--- config.mk ---
export PLATFORM = sky130hd
export DESIGN_NAME = ccff_loader
export DESIGN_NICKNAME = d
export VERILOG_FILES = /design/src/rtl/ccff_loader.sv
export SDC_FILE = /design/constraint.sdc
export NUM_CORES = 1
export LEC_CHECK = 0
export CAP_MARGIN = 20
export CORE_AREA = 3 3 89 91
export CTS_CLUSTER_DIAMETER = 30
export DETAILED_ROUTE_END_ITERATION = 8
export DIE_AREA = 0 0 92 94
export SYNTH_ARGS = -nofsm -noshare
export SYNTH_HDL_FRONTEND = slang
export SYNTH_SLANG_ARGS = --single-unit
--- constraint.sdc ---
create_clock -name prog_clk -period 4.04 [get_ports prog_clk]
set_input_delay 0.606 -clock prog_clk [delete_from_list [all_inputs] [get_ports prog_clk]]
set_output_delay 0.606 -clock prog_clk [all_outputs]
set_load 0.01 [all_outputs]
--- src/rtl/ccff_loader.sv ---
// ccff_loader: streams bitstream words LSB-first into a ccff chain and packs the displaced chain bits into readback words.
module ccff_loader #(
    parameter int CHAIN_LEN = 8,
    parameter int WORD_W    = 8
) (
    input  logic              prog_clk,
    input  logic              pReset,
    input  logic              start,
    input  logic [WORD_W-1:0] s_data,
    input  logic              s_valid,
    output logic              s_ready,
    output logic              ccff_head,
    input  logic              ccff_tail,
    output logic              shift_en,
    output logic [WORD_W-1:0] m_data,
    output logic              m_valid,
    input  logic              m_ready,
    output logic              busy,
    output logic              done
);
    localparam int CW = $clog2(CHAIN_LEN + 1);
    localparam int IW = $clog2(WORD_W + 1);
    localparam logic [CW-1:0] LAST = CW'(CHAIN_LEN - 1);
    localparam logic [CW-1:0] FULL = CW'(CHAIN_LEN);

    typedef enum logic [1:0] {IDLE, LOAD, DRAIN} state_t;

    state_t            state_q, state_d;
    logic [CW-1:0]     cnt_q, cnt_d;
    logic [WORD_W-1:0] in_q, in_d, pk_q, pk_d, m_data_q, m_data_d;
    logic [IW-1:0]     in_cnt_q, in_cnt_d, pk_cnt_q, pk_cnt_d;
    logic              pend_q, pend_d, m_valid_q, m_valid_d, done_q, done_d;
    logic              slot_free, last, accept, flush, word_end;
    logic [WORD_W-1:0] pk_base, pk_new;
    logic [IW-1:0]     pk_base_cnt, pk_new_cnt;

    // Shift qualification: a held completed word that cannot leave blocks the chain.
    always_comb begin
        slot_free = !m_valid_q || m_ready;
        last      = cnt_q == LAST;
        shift_en  = state_q == LOAD && in_cnt_q != '0 && cnt_q < FULL && !(pend_q && !slot_free);
        ccff_head = shift_en & in_q[0];
        s_ready   = state_q == LOAD && (in_cnt_q == '0 || (in_cnt_q == IW'(1) && shift_en && !last));
        accept    = s_valid && s_ready;
        flush     = pend_q && slot_free;
    end

    // Next-state for the input register, readback packer, output slot and FSM.
    always_comb begin
        state_d     = state_q;
        cnt_d       = cnt_q;
        in_d        = in_q;
        in_cnt_d    = in_cnt_q;
        pk_d        = pk_q;
        pk_cnt_d    = pk_cnt_q;
        pend_d      = pend_q;
        m_data_d    = m_data_q;
        m_valid_d   = m_valid_q && !m_ready;
        done_d      = 1'b0;
        pk_base     = pend_q ? '0 : pk_q;
        pk_base_cnt = pend_q ? '0 : pk_cnt_q;
        pk_new      = pk_base | (WORD_W'(ccff_tail) << pk_base_cnt);
        pk_new_cnt  = pk_base_cnt + IW'(1);
        word_end    = pk_new_cnt == IW'(WORD_W) || last;
        if (flush) begin
            m_data_d  = pk_q;
            m_valid_d = 1'b1;
            pend_d    = 1'b0;
            pk_d      = '0;
            pk_cnt_d  = '0;
        end
        if (shift_en) begin
            cnt_d    = cnt_q + CW'(1);
            in_d     = in_q >> 1;
            in_cnt_d = in_cnt_q - IW'(1);
            if (word_end && slot_free && !pend_q) begin
                m_data_d  = pk_new;
                m_valid_d = 1'b1;
                pk_d      = '0;
                pk_cnt_d  = '0;
            end else begin
                pk_d     = pk_new;
                pk_cnt_d = pk_new_cnt;
                pend_d   = word_end;
            end
        end
        if (accept) begin
            in_d     = s_data;
            in_cnt_d = IW'(WORD_W);
        end
        if (state_q == IDLE && start) begin
            state_d  = LOAD;
            cnt_d    = '0;
            pk_d     = '0;
            pk_cnt_d = '0;
            pend_d   = 1'b0;
            in_d     = '0;
            in_cnt_d = '0;
        end
        if (state_q == LOAD && shift_en && last) begin
            state_d  = DRAIN;
            in_d     = '0;
            in_cnt_d = '0;
        end
        if (state_q == DRAIN && !pend_q && slot_free) begin
            state_d = IDLE;
            done_d  = 1'b1;
        end
    end

    // State registers; reset aborts any load in progress.
    always_ff @(posedge prog_clk or negedge pReset) begin
        if (!pReset) begin
            state_q   <= IDLE;
            cnt_q     <= '0;
            in_q      <= '0;
            in_cnt_q  <= '0;
            pk_q      <= '0;
            pk_cnt_q  <= '0;
            pend_q    <= 1'b0;
            m_data_q  <= '0;
            m_valid_q <= 1'b0;
            done_q    <= 1'b0;
        end else begin
            state_q   <= state_d;
            cnt_q     <= cnt_d;
            in_q      <= in_d;
            in_cnt_q  <= in_cnt_d;
            pk_q      <= pk_d;
            pk_cnt_q  <= pk_cnt_d;
            pend_q    <= pend_d;
            m_data_q  <= m_data_d;
            m_valid_q <= m_valid_d;
            done_q    <= done_d;
        end
    end

    assign m_data  = m_data_q;
    assign m_valid = m_valid_q;
    assign busy    = state_q != IDLE;
    assign done    = done_q;
endmodule

==> impl_metrics.tcl, run 1 <==
set metrics [dict create \
    status "finished, final reports clean" \
    start_util_pct 29.9 \
    reg2reg_slack_ns 1.38 \
    yosysWarnings 0 \
    cts.repair.resized 0 \
    rr_startpoint "pend_q" \
    relSlewSlack_pct 36.8 \
    critical-path-top-delay-family "simple AND/OR/NAND/NOR gates" \
    grt_pass1_wl_um 8760 \
    synthArstFlopShare_pct 100 \
    seqPwrFrac_pct 35.2 \
    die_h_um 94 \
    path_class "register to primary output" \
    clkTransAtPathRegs_ns 0.08 \
    antenna_found_initial 0 \
    first_iter_violations 142 \
    clockPowerShare_pct 15.5 \
    core_region_area_um2 7210 \
    totalWireLength_um 5010 \
    die_width_um 92 \
    cp_slowest_cell "clkdlybuf4s50_1" \
    synth-seq-cells 41 \
    reg2reg_to "m_data[7]" \
    path_cells "inv_1 > ha_1 > nor3b_2 > nor2_4 > nand2_2 > clkinv_2 > and2_1 > clkdlybuf4s50_1" \
    place.detailed.hpwl_um 3460 \
    clock_sinks 41 \
    route.detailed.drc 0 \
    dr.pass1.iters 4 \
    pre_cts_ws_ns 1.09 \
    start_kind "register" \
    drv_slew 0 \
    final_cell_mix "dfrtp_1, clkdlybuf4s50_1, nand2_1" \
    synth_edf_count 0 \
    cp_num_buf_inv 3 \
    synth.avg_cell_area_um2 9.73 \
    min_period_ns 3.15 \
    ir_drop_uv 247 \
    grt_max_degree 42 \
    nets 266 \
    max_freq_mhz 318 \
    clock_latency_ns 0.29 \
    fin_crit_sh_pct 77.9 \
    syn_to_final_growth_pct 21.1 \
    synth_cell_type_count 49 \
    timing.critical_path.from "in_cnt_q[0]" \
    port_buffers 27 \
    maxCapViolations 0 \
    cts_buffer_depth 2 \
    synthFlopType "dfrtp_1" \
    hold_viol_final 0 \
    final_cells 345 \
    overflow 0 \
    seq_area_frac_synth_pct 47.5 \
    route.met3.wl_um 145 \
    setup_violations 0 \
    p_leak_nw 1.07 \
    syn-num-nets 242 \
    hold_buffers 0 \
    cts-htree-levels 2 \
    setup_tns_ns 0 \
    drive_gt1_share_pct 8.54 \
    end_kind "primary output" \
    dp.cells 338 \
    wl_met2_um 2340 \
    setup_ws_ns 0.895 \
    rsz0062_at_grt "false" \
    synth_cells 222 \
    finClkSkew_ns 0.00795 \
    post_cts_buffers 0 \
    p_int_mw 1.23 \
    power_frac_comb_pct 49.3 \
    wl_met1_um 2430 \
    power_mw 2.09 \
    tritoncts "done" \
    power.net_switching_uw 866 \
    routedWlPerCell_um 14.5 \
    cp_max_fo 12 \
    pin_count 28 \
    powerDensity_nw_per_um2 800 \
    crit_required_ns 3.43 \
    syn_area_um2 2160 \
    arrival_ns 2.54 \
    die_area_um2 8650 \
    hold_class "input pin to asynchronous set/reset pin" \
    antenna_left 0 \
    swShare_pct 41.4 \
    r2r_cells 7 \
    num_antenna_cells 0 \
    grt_pass1_vias 1821 \
    place.gp.congestion 0.748 \
    clockRootBuffer "clkbuf_8" \
    vias 1760 \
    grt_usage_pct 12.5 \
    worst_slew_pin_slew_ns 0.948 \
    vias_per_cell 5.10 \
    row_count 31 \
    cpPeakStageDelay_ns 0.48 \
    highest-signal-layer "met4" \
    final_common_cell "dfrtp_1" \
    cts_buffers 5 \
]
## routing by layer
metal	vias to the layer above	track usage (%)
li1	869	-
met4	0	4.70
met1	854	16.7
met5	-	0
met3	10	2.32
met2	27	20.1
## sequential cells by signal, indices dropped and copies added, names as in the netlist
register / count
in_q: 8
m_data: 8
pk_q: 8
cnt_q: 4
in_cnt_q: 4
pk_cnt_q: 4
state_q: 2
done: 1
m_valid: 1
pend_q: 1
## kinds of logic after synthesis
kind of cell / Yosys count / synth area share, %
AOI/OAI and AO/OA: 65 / 22.1
DFF: 41 / 47.5
adders and majority gates: 6 / 3.48
and+or+nand+nor: 78 / 20.1
buffers and inverters: 29 / 5.62
xor gates and xnor gates: 3 / 1.22
## synth_stat cells (2+ instances only)
cell type,instances,area (um^2)
a21o_1,3,22.5
a21oi_1,9,45.0
a221o_1,7,70.1
a31oi_1,10,62.6
a41oi_1,2,17.5
and2_1,2,12.5
buf_2,3,15.0
clkbuf_1,9,33.8
dfrtp_1,41,1030
ha_1,6,75.1
inv_1,15,56.3
nand2_1,22,82.6
nand3_1,6,30.0
nand3b_1,3,22.5
nor2_1,8,30.0
nor2_4,2,22.5
nor2b_1,6,37.5
nor3_1,11,55.1
nor3b_1,4,30.0
nor4_1,2,12.5
nor4b_1,2,17.5
o211ai_1,2,15.0
o21ai_0,6,30.0
o22ai_1,8,50.1
o32a_1,8,80.1
xnor2_1,2,17.5
## metrics by stage
stage / utilization, % / cell area [um^2] / hold slack [ns]
finish: 36.2 / 2620 / 0.456
CTS: 36.2 / 2620 / 0.497
floorplan: - / 2160 / 0.310
global route: 36.2 / 2620 / 0.530
detailed placement: 34.8 / 2510 / 0.490
global placement: 34.8 / 2510 / 0.485
## how the worst max path moves through the flow
stage | depth (start not counted) | endpoint | slack [ns]
floorplan | 10 | m_data[0] | 1.57
global placement | 6 | ccff_head | 1.14
detailed placement | 6 | ccff_head | 1.09
CTS | 8 | ccff_head | 0.89
global route | 8 | ccff_head | 0.70
finish | 8 | ccff_head | 0.89
## power groups by stage
stage	logic (mW)	clock network, mW	registers, mW
2_1_floorplan	0.741	0	0.708
3_3_place_gp	1.01	0	0.736
3_5_place_dp	1.04	0	0.743
4_1_cts	1.04	0.334	0.737
5_1_grt	1.16	0.351	0.768
6_report	1.03	0.325	0.737
## area by class of cell
cell class | count | area (um^2)
repair buffers | 30 | 288
well taps | 99 | 124
clock inverters | 2 | 35.0
fillers | 770 | 4600
clock buffers | 5 | 68.8
multi-input cells | 152 | 1010
inverters | 16 | 61.3
flip-flops and latches | 41 | 1030
(Power assumes the default switching activity.)
==> run 2: changes to the inputs <==
==> constraint.sdc (replaced) <==
create_clock -name prog_clk -period 2.8 [get_ports prog_clk]
set_input_delay 0.42 -clock prog_clk [delete_from_list [all_inputs] [get_ports prog_clk]]
set_output_delay 0.42 -clock prog_clk [all_outputs]
set_load 0.01 [all_outputs]
==> run 2 against run 1 <==
  * Combinational power up 50%
  * Sequential share of layout area down 1.1 points
  * Register-to-register slack worse by 0.93 ns
  * Final cell count up 2.0%
  * Hold slack worse by 0.21 ns
  * Critical path depth down 2
  * Clock skew down 0.0042 ns
  * Routed wire length down 4.4%
  * Critical path type unchanged
==> impl_metrics.tcl, run 2 (synthesis gave the netlist of run 1 again) <==
set metrics [dict create \
    grt_usage_pct 11.5 \
    port_buffers 27 \
    place.detailed.hpwl_um 3450 \
    final_common_cell "dfrtp_1" \
    grt_pass1_wl_um 8070 \
    cts.repair.resized 0 \
    final_cell_mix "dfrtp_1, clkdlybuf4s50_1, nand2_1" \
    start_util_pct 29.9 \
    cp_slowest_cell "clkdlybuf4s50_1" \
    num_antenna_cells 0 \
    min_period_ns 2.64 \
    die_h_um 94 \
    cts_buffers 5 \
    relSlewSlack_pct 40.6 \
    cp_max_fo 8 \
    core_region_area_um2 7210 \
    ir_drop_uv 484 \
    totalWireLength_um 4790 \
    pre_cts_ws_ns 0.311 \
    setup_ws_ns 0.156 \
    max_freq_mhz 378 \
    arrival_ns 2.22 \
    grt_max_degree 42 \
    hold_buffers 0 \
    routedWlPerCell_um 13.6 \
    first_iter_violations 104 \
    nets 272 \
    cts_buffer_depth 2 \
    place.gp.congestion 0.822 \
    cpPeakStageDelay_ns 0.55 \
    post_cts_buffers 1 \
    cts-htree-levels 2 \
    rsz0062_at_grt "false" \
    worst_slew_pin_slew_ns 0.891 \
    die_width_um 92 \
    pin_count 28 \
    maxCapViolations 0 \
    dr.pass1.iters 4 \
    clockRootBuffer "clkbuf_8" \
    crit_required_ns 2.38 \
    fin_crit_sh_pct 94.4 \
    route.detailed.drc 0 \
    clock_sinks 41 \
    finClkSkew_ns 0.00380 \
    hold_viol_final 0 \
    setup_violations 0 \
    path_class "register to primary output" \
    clkTransAtPathRegs_ns 0.08 \
    die_area_um2 8650 \
    syn_to_final_growth_pct 24.6 \
    row_count 31 \
    vias 1785 \
    antenna_left 0 \
    powerDensity_nw_per_um2 1180 \
    start_kind "register" \
    setup_tns_ns 0 \
    power_mw 3.16 \
    drive_gt1_share_pct 11.1 \
    antenna_found_initial 0 \
    vias_per_cell 5.07 \
    status "finished, final reports clean" \
    seq_area_um2 1030 \
    hold_class "input pin to asynchronous set/reset pin" \
    overflow 0 \
    drv_slew 0 \
    end_kind "primary output" \
    clock_latency_ns 0.29 \
    grt_pass1_vias 1696 \
    p_leak_nw 1.11 \
    path_cells "or3b_4 > nor2_4 > nand2_2 > clkinv_2 > buf_4 > clkdlybuf4s50_1" \
    whs_ns 0.246 \
    tritoncts "done" \
    multiInputGateArea_um2 1010 \
    n_fill_cell 740 \
]
## run 2: report_power, final
| part | internal, mW | switching [mW] |
|---|---|---|
| Sequential | 0.843 | 0.219 |
| Clock | 0.354 | 0.211 |
| Combinational | 0.728 | 0.808 |
| Total | 1.92 | 1.24 |
## run 2: layout make-up
class,count,area share (%)
well taps,99,4.60
flip-flops and latches,41,38.1
clock inverters,3,2.42
multi-input cells,152,37.6
inverters,16,2.28
repair buffers,36,12.4
clock buffers,5,2.56
## run 2: worst paths after layout
kind | cells after the start | startpoint | to | slack (ns)
min | 1 | pReset | m_data[0] | 0.25
min in group prog_clk | 1 | m_data[0] | m_data[0] | 0.50
min reg2reg | 1 | m_data[0] | m_data[0] | 0.50
max reg2reg | 7 | pk_cnt_q[0] | m_data[6] | 0.45
max | 6 | state_q[1] | shift_en | 0.16
max in group asynchronous | 1 | pReset | in_cnt_q[2] | 2.00
## run 2: metal layers
layer | vias up | global-route usage [%] | wire [um]
met5 | - | 0 | 0
met4 | 0 | 3.71 | 68
met3 | 8 | 2.80 | 186
met2 | 22 | 18.4 | 2230
met1 | 876 | 15.3 | 2310
li1 | 879 | - | -
## run 2: per-stage QoR
step | cells | util, % | instance area, um^2
6_report | 352 | 37.3 | 2690
5_1_grt | 352 | 37.3 | 2690
4_1_cts | 352 | 37.3 | 2690
3_5_place_dp | 343 | 35.3 | 2550
3_3_place_gp | 343 | 35.3 | 2550
2_1_floorplan | 222 | - | 2160
## run 2: worst max-delay path: cells and delay by family (launching register included)
family,cells,cell delay (ns)
buffers and inverters,3,0.80
AND/OR/NAND/NOR,3,0.67
flip-flops,1,0.46
